--- src/rtl/systolic_pkg.sv ---
// Shared definitions for the systolic array result path.
// Holds the default operand width and matrix size, the result element type
// (twice the operand width) and the state encodings used by the drain logic.
package systolic_pkg;

  localparam int DEF_DATAWIDTH = 16;
  localparam int DEF_N_SIZE    = 5;

  // One element of result matrix C at the default operand width.
  typedef logic [2*DEF_DATAWIDTH-1:0] result_t;

  typedef enum logic [1:0] {
    BANK_EMPTY,
    BANK_FILLING,
    BANK_FULL
  } bank_state_t;

  typedef enum logic {
    DRAIN_IDLE,
    DRAIN_STREAM
  } drain_state_t;

endpackage

--- src/rtl/systolic_result_bank.sv ---
// One N_SIZE x N_SIZE result matrix store.
// Ports:
//   clk        - clock
//   wr_en_i    - write a whole row on this edge
//   wr_row_i   - row index written
//   wr_data_i  - row elements, index k = column k
//   rd_row_i   - row index of the element read
//   rd_col_i   - column index of the element read
//   rd_data_o  - element at (rd_row_i, rd_col_i), combinational
// Storage is deliberately not reset; the bank state in the top decides
// whether its contents are meaningful.
module systolic_result_bank
  import systolic_pkg::*;
#(
  parameter int DATAWIDTH = DEF_DATAWIDTH,
  parameter int N_SIZE    = DEF_N_SIZE
) (
  input  logic                        clk,
  input  logic                        wr_en_i,
  input  logic [$clog2(N_SIZE)-1:0]   wr_row_i,
  input  logic [2*DATAWIDTH-1:0]      wr_data_i [0:N_SIZE-1],
  input  logic [$clog2(N_SIZE)-1:0]   rd_row_i,
  input  logic [$clog2(N_SIZE)-1:0]   rd_col_i,
  output logic [2*DATAWIDTH-1:0]      rd_data_o
);

  logic [2*DATAWIDTH-1:0] mem_q [0:N_SIZE-1][0:N_SIZE-1];

  always_ff @(posedge clk) begin
    if (wr_en_i) begin
      for (int k = 0; k < N_SIZE; k++) begin
        mem_q[wr_row_i][k] <= wr_data_i[k];
      end
    end
  end

  assign rd_data_o = mem_q[rd_row_i][rd_col_i];

endmodule

--- src/rtl/systolic_result_drain.sv ---
// Collects result rows of matrix C from a systolic array into two ping-pong
// banks and streams each completed matrix out element by element, row-major,
// on a valid/ready interface.
// Ports:
//   clk, rst_n         - clock, asynchronous active-low reset
//   row_valid/row_data - one result row per valid cycle (index k = column k)
//   m_valid/m_ready    - output handshake
//   m_data/m_row/m_col - element C[r][c] and its indices
//   m_last             - marks C[N_SIZE-1][N_SIZE-1]
//   overflow/ovf_clr   - sticky row-drop flag and its synchronous clear
module systolic_result_drain
  import systolic_pkg::*;
#(
  parameter int DATAWIDTH = DEF_DATAWIDTH,
  parameter int N_SIZE    = DEF_N_SIZE
) (
  input  logic                        clk,
  input  logic                        rst_n,
  input  logic                        row_valid,
  input  logic [2*DATAWIDTH-1:0]      row_data [0:N_SIZE-1],
  output logic                        m_valid,
  input  logic                        m_ready,
  output logic [2*DATAWIDTH-1:0]      m_data,
  output logic [$clog2(N_SIZE)-1:0]   m_row,
  output logic [$clog2(N_SIZE)-1:0]   m_col,
  output logic                        m_last,
  output logic                        overflow,
  input  logic                        ovf_clr
);

  localparam int RW = 2*DATAWIDTH;
  localparam int IW = $clog2(N_SIZE);
  localparam logic [IW-1:0] LAST_IDX = IW'(N_SIZE-1);

  bank_state_t  bank_st_q [2];
  bank_state_t  bank_st_d [2];
  logic         wr_ptr_q, wr_ptr_d;
  logic         rd_ptr_q, rd_ptr_d;
  logic [IW-1:0] wr_row_q, wr_row_d;
  logic         discard_q, discard_d;
  drain_state_t state_q, state_d;
  logic [RW-1:0] m_data_q, m_data_d;
  logic [IW-1:0] m_row_q, m_row_d;
  logic [IW-1:0] m_col_q, m_col_d;
  logic         m_last_q, m_last_d;
  logic         overflow_q, overflow_d;

  logic          wr_full, row_acc, row_drop;
  logic          rd_free, load;
  logic          rd_bank;
  logic [IW-1:0] rd_r, rd_c;
  logic [RW-1:0] rd_data [2];

  for (genvar b = 0; b < 2; b++) begin : g_bank
    systolic_result_bank #(
      .DATAWIDTH (DATAWIDTH),
      .N_SIZE    (N_SIZE)
    ) u_bank (
      .clk       (clk),
      .wr_en_i   (row_acc && (wr_ptr_q == 1'(b))),
      .wr_row_i  (wr_row_q),
      .wr_data_i (row_data),
      .rd_row_i  (rd_r),
      .rd_col_i  (rd_c),
      .rd_data_o (rd_data[b])
    );
  end

  // Drain FSM: chooses which element is loaded into the output register next.
  // The address is looked ahead so the element is registered on the edge the
  // previous one is accepted, giving one transfer per cycle.
  always_comb begin
    state_d  = state_q;
    rd_ptr_d = rd_ptr_q;
    rd_free  = 1'b0;
    load     = 1'b0;
    rd_bank  = rd_ptr_q;
    rd_r     = '0;
    rd_c     = '0;
    case (state_q)
      DRAIN_IDLE: begin
        if (bank_st_q[rd_ptr_q] == BANK_FULL) begin
          state_d = DRAIN_STREAM;
          load    = 1'b1;
        end
      end
      DRAIN_STREAM: begin
        if (m_ready) begin
          if (m_last_q) begin
            rd_free  = 1'b1;
            rd_ptr_d = !rd_ptr_q;
            // Chain straight into the other bank when it is already full.
            if (bank_st_q[!rd_ptr_q] == BANK_FULL) begin
              load    = 1'b1;
              rd_bank = !rd_ptr_q;
            end else begin
              state_d = DRAIN_IDLE;
            end
          end else begin
            load = 1'b1;
            if (m_col_q == LAST_IDX) begin
              rd_r = m_row_q + IW'(1);
              rd_c = '0;
            end else begin
              rd_r = m_row_q;
              rd_c = m_col_q + IW'(1);
            end
          end
        end
      end
      default: state_d = DRAIN_IDLE;
    endcase
  end

  // Write side. Once a row hits a full bank, the rest of that row_valid burst
  // is discarded even if a bank frees up mid-burst, so a matrix is never
  // assembled from the tail of a truncated one.
  always_comb begin
    bank_st_d  = bank_st_q;
    wr_ptr_d   = wr_ptr_q;
    wr_row_d   = wr_row_q;
    wr_full    = (bank_st_q[wr_ptr_q] == BANK_FULL);
    row_acc    = row_valid && !discard_q && !wr_full;
    row_drop   = row_valid && !row_acc;
    discard_d  = row_valid && (discard_q || wr_full);
    overflow_d = ovf_clr ? 1'b0 : (overflow_q || row_drop);
    // A freed bank is always FULL beforehand, so it never collides with the
    // bank being written below.
    if (rd_free) begin
      bank_st_d[rd_ptr_q] = BANK_EMPTY;
    end
    if (row_acc) begin
      if (wr_row_q == LAST_IDX) begin
        bank_st_d[wr_ptr_q] = BANK_FULL;
        wr_row_d            = '0;
        wr_ptr_d            = !wr_ptr_q;
      end else begin
        bank_st_d[wr_ptr_q] = BANK_FILLING;
        wr_row_d            = wr_row_q + IW'(1);
      end
    end
  end

  // Output register: loads only on a new element, so it holds under stall.
  always_comb begin
    m_data_d = m_data_q;
    m_row_d  = m_row_q;
    m_col_d  = m_col_q;
    m_last_d = m_last_q;
    if (load) begin
      m_data_d = rd_data[rd_bank];
      m_row_d  = rd_r;
      m_col_d  = rd_c;
      m_last_d = (rd_r == LAST_IDX) && (rd_c == LAST_IDX);
    end else if (state_d == DRAIN_IDLE) begin
      m_last_d = 1'b0;
    end
  end

  always_ff @(posedge clk or negedge rst_n) begin
    if (!rst_n) begin
      bank_st_q[0] <= BANK_EMPTY;
      bank_st_q[1] <= BANK_EMPTY;
      wr_ptr_q     <= 1'b0;
      rd_ptr_q     <= 1'b0;
      wr_row_q     <= '0;
      discard_q    <= 1'b0;
      state_q      <= DRAIN_IDLE;
      m_data_q     <= '0;
      m_row_q      <= '0;
      m_col_q      <= '0;
      m_last_q     <= 1'b0;
      overflow_q   <= 1'b0;
    end else begin
      bank_st_q    <= bank_st_d;
      wr_ptr_q     <= wr_ptr_d;
      rd_ptr_q     <= rd_ptr_d;
      wr_row_q     <= wr_row_d;
      discard_q    <= discard_d;
      state_q      <= state_d;
      m_data_q     <= m_data_d;
      m_row_q      <= m_row_d;
      m_col_q      <= m_col_d;
      m_last_q     <= m_last_d;
      overflow_q   <= overflow_d;
    end
  end

  assign m_valid  = (state_q == DRAIN_STREAM);
  assign m_data   = m_data_q;
  assign m_row    = m_row_q;
  assign m_col    = m_col_q;
  assign m_last   = m_last_q;
  assign overflow = overflow_q;

endmodule

--- config.mk ---
export PLATFORM = sky130hd
export DESIGN_NAME = systolic_result_drain
export DESIGN_NICKNAME = d
export VERILOG_FILES = /design/src/rtl/systolic_pkg.sv /design/src/rtl/systolic_result_bank.sv /design/src/rtl/systolic_result_drain.sv
export SDC_FILE = /design/constraint.sdc
export NUM_CORES = 2
export LEC_CHECK = 0
export CORE_MARGIN = 2
export CORE_UTILIZATION = 60
export CTS_CLUSTER_DIAMETER = 120
export DETAILED_ROUTE_END_ITERATION = 8
export HOLD_SLACK_MARGIN = 0.12
export MAX_ROUTING_LAYER = met4
export PLACE_DENSITY_LB_ADDON = 0.15
export SETUP_SLACK_MARGIN = 0.3
export SYNTH_ARGS = -nofsm -noshare
export SYNTH_HDL_FRONTEND = slang
export SYNTH_SLANG_ARGS = --single-unit
export TNS_END_PERCENT = 1
--- constraint.sdc ---
create_clock -name clk -period 24.8 [get_ports clk]
set_clock_uncertainty 0.15 [all_clocks]
set_input_delay 2.48 -clock clk [delete_from_list [all_inputs] [get_ports clk]]
set_output_delay 2.48 -clock clk [all_outputs]
set_load 0.01 [all_outputs]
==> flow_metrics.py <==
metrics = {
    "sta": {
        "slew_violations": 0,
        "max_freq_mhz": 140,
        "hold_viol_final": 0,
        "post-route-period-util": 0.289,
        "relSlewSlack": 0.205,
        "rsz0062_at_grt": "false",
        "setup-violations-final": 0,
        "setup-tns-final_ps": 0,
        "period_minus_slack_ps": 7170,
        "tightest_slew_ps": 1190,
    },
    "power_and_ir_drop": {
        "peakVddDrop_mv": 0.100,
        "switchingPower_mw": 2.74,
        "intPower_mw": 5.50,
        "comb_power_share": 0.268,
        "p_leak_nw": 24.6,
        "power_density_nw_per_um2": 112,
        "p_clk_frac": 0.300,
        "seqPwrFrac": 0.432,
        "p_sw_frac": 0.333,
    },
    "die": {
        "num_rows": 120,
        "start_util": 0.605,
        "dieArea_um2": 111000,
        "core_area_um2": 107000,
        "die_h_um": 333,
        "fp.dieW_um": 333,
        "ios": 206,
    },
    "yosys": {
        "ys.warnings.count": 0,
        "synth_fa_ha_area_frac": 0.000966,
        "synth-compound-area-share": 0.114,
        "syn_area_per_cell_um2": 14.9,
        "yosysTopAreaCellShare": 0.742,
        "synthArstFlopShare": 0.0309,
        "synth-main-ff-cell": "edfxtp_1",
        "synthXorXnorAreaFrac": 0.000406,
        "synth_seq_cells": 1651,
        "yosysTopAreaCell": "edfxtp_1",
        "muxShareOfSynthArea": 0.0259,
        "synth_edf_count": 1600,
        "syn_nets": 4526,
        "syn-cell-area_um2": 64800,
        "yosys-top-cells-area": "edfxtp_1 74%, nand2_1 3.8%, a21oi_1 2.5%",
        "postSynthCellCount": 4356,
        "synth.distinct_cells": 66,
        "ys_seq_area_frac": 0.762,
        "synth-simple-area-share": 0.0759,
        "synth_top_family_by_area": "compound AO/OA/AOI/OAI gates",
    },
    "layout": {
        "nets": 4665,
        "area_delta_synth_final_pct": 13.7,
        "finalNonFillerCells": 6054,
        "stdcell_area_um2": 73700,
        "layout-drive-gt1-share": 0.0868,
    },
    "clocking": {
        "cts_max_path_buffers": 3,
        "postCtsHoldBufs": 0,
        "cts-root-buf": "clkbuf_16",
        "post-cts-setup-buffers": 0,
        "cts_tree": "done",
        "clk_latency_ps": 770,
        "cts_made_buffers": 162,
        "cts.sinks": 1651,
        "post_cts_resized": 0,
        "htreeDepth": 4,
        "clkTransAtPathRegs_ps": 60,
    },
    "hold_path": {
        "hold_path.class": "flop to flop",
    },
    "flow_run": {
        "max_cap_violations": 0,
    },
    "worst_setup_path": {
        "path_class": "primary input to flop",
        "cp.arrival_ps": 7620,
        "end_kind": "flop",
        "worst_ep_required_time_ps": 25250,
        "start_kind": "primary input",
        "crit_fanout": 45,
    },
    "grt": {
        "grt_first_pass_wirelength_um": 277000,
        "grt_pass1_vias": 39600,
        "grt_use_total": 0.360,
        "overflow": 0,
        "antenna_found_initial": 23,
        "grt_max_degree": 115,
    },
    "outcome": {
        "status": "completed",
    },
    "route": {
        "routed_via_density": 6.84,
        "wl_um": 194000,
        "drc": 0,
        "firstDrtPassIters": 5,
        "wl_per_cell_um": 32.0,
        "vias": 41400,
        "drtAntennaViolNets": 0,
        "drt_iter0_drc": 5948,
    },
    "place": {
        "dpl.cell_count": 5734,
        "gp_congestion": 0.870,
        "placement.io_buffers": 205,
        "dp_hpwl_um": 105000,
        "place_area_um2": 68300,
    },
}
==> worst max-delay path, cell delays in order <==
cell	delay, ps
clkdlybuf4s50_1	810
and3b_1	870
o21a_4	740
buf_4	650
and3_1	770
buf_4	530
a221o_1	230
o311ai_1	200
a21oi_1	190
a311oi_1	60
==> routing by layer <==
layer	share of wire	track usage
met2	0.48	0.552
met5	0	-
met3	0.11	0.0723
met4	0.058	0.194
met1	0.35	0.457
==> cells in the final DEF (no fill, tap or decap), types with 35 or more instances in the layout <==
cell type and instances:
a31oi_1 127, mux2i_1 130, nand2_1 650, clkdlybuf4s50_1 204, clkbuf_1 51, o31ai_1 96
a21oi_1 322, nand3_1 72, buf_4 79, nand2b_1 35, edfxtp_1 1600, a221o_1 96
o21ai_0 146, dfrtp_1 50, nor3_1 35, or3_1 97, clkbuf_16 168, and2_1 35
o211ai_1 63, nor2_1 106
==> sequential cells by signal, summed over array words and instances (netlist names), 3 cells and up <==
| name | flops |
|---|---|
| m_data | 32 |
| g_bank.u_bank.mem_q | 1600 |
| bank_st_q | 4 |
| m_col | 3 |
| wr_row_q | 3 |
| m_row | 3 |
==> per-stage QoR <==
step / power, mW / setup WS [ps] / util / hold WS, ps
after floorplan: 4.93 / 4260 / - / 311
after global placement: 5.73 / 17160 / 0.638 / 327
after detailed placement: 5.77 / 17050 / 0.638 / 336
after CTS: 8.20 / 17830 / 0.688 / 347
after global routing: 8.46 / 17700 / 0.688 / 384
final: 8.24 / 17630 / 0.688 / 346
==> power groups by stage <==
stage          logic (mW)  registers [mW]  clock network [mW]
3_3_place_gp         2.12            3.60                   0
4_1_cts              2.17            3.56                2.48
6_report             2.21            3.56                2.47
2_1_floorplan        1.21            3.71                   0
5_1_grt              2.30            3.58                2.59
3_5_place_dp         2.15            3.61                   0
==> synthesized netlist by cell type, types with 34 or more instances <==
master,n
a211oi_1,34
a21oi_1,327
a221o_1,96
a221oi_1,34
a31oi_1,128
and2_1,37
and3_1,35
buf_2,81
clkbuf_1,199
dfrtp_1,51
edfxtp_1,1600
mux2i_1,130
nand2_1,655
nand2b_1,35
nand3_1,72
nor2_1,113
nor3_1,39
o211ai_1,63
o21ai_0,147
o31ai_1,96
or3_1,97
==> worst paths after layout <==
| kind | from | endpoint | slack, ps | cells after the start |
|---|---|---|---|---|
| hold reg to reg | bank_st_q[1]$_DFF_PN0_ | bank_st_q[1]$_DFF_PN0_ | 350 | 2 |
| max in group asynchronous | rst_n | m_row[1]$_DFFE_PN0P_ | 21810 | 2 |
| hold / removal | bank_st_q[1]$_DFF_PN0_ | bank_st_q[1]$_DFF_PN0_ | 350 | 2 |
| setup reg to reg | m_col[0]$_DFFE_PN0P_ | m_data[4]$_DFFE_PN0P_ | 18910 | 12 |
| setup / recovery | m_ready | m_data[28]$_DFFE_PN0P_ | 17630 | 10 |
| min in group asynchronous | rst_n | m_valid$_DFF_PN0_ | 1420 | 1 |
==> cells by family after synthesis <==
group / after synthesis
xor+xnor: 3
compound gates: 1100
mux: 163
fa+ha+maj: 5
buf+inv: 327
flops: 1651
simple gates: 1107
==> area by class of cell <==
cell class | count | area [um2]
flip-flops and latches | 1651 | 49300
fillers | 7092 | 33400
multi-input cells | 2378 | 14400
clock buffers | 226 | 4490
repair buffers | 292 | 2820
well taps | 1403 | 1760
clock inverters | 73 | 831
diodes | 21 | 52.6
inverters | 10 | 37.5
Power figures use the tool's default switching activity.
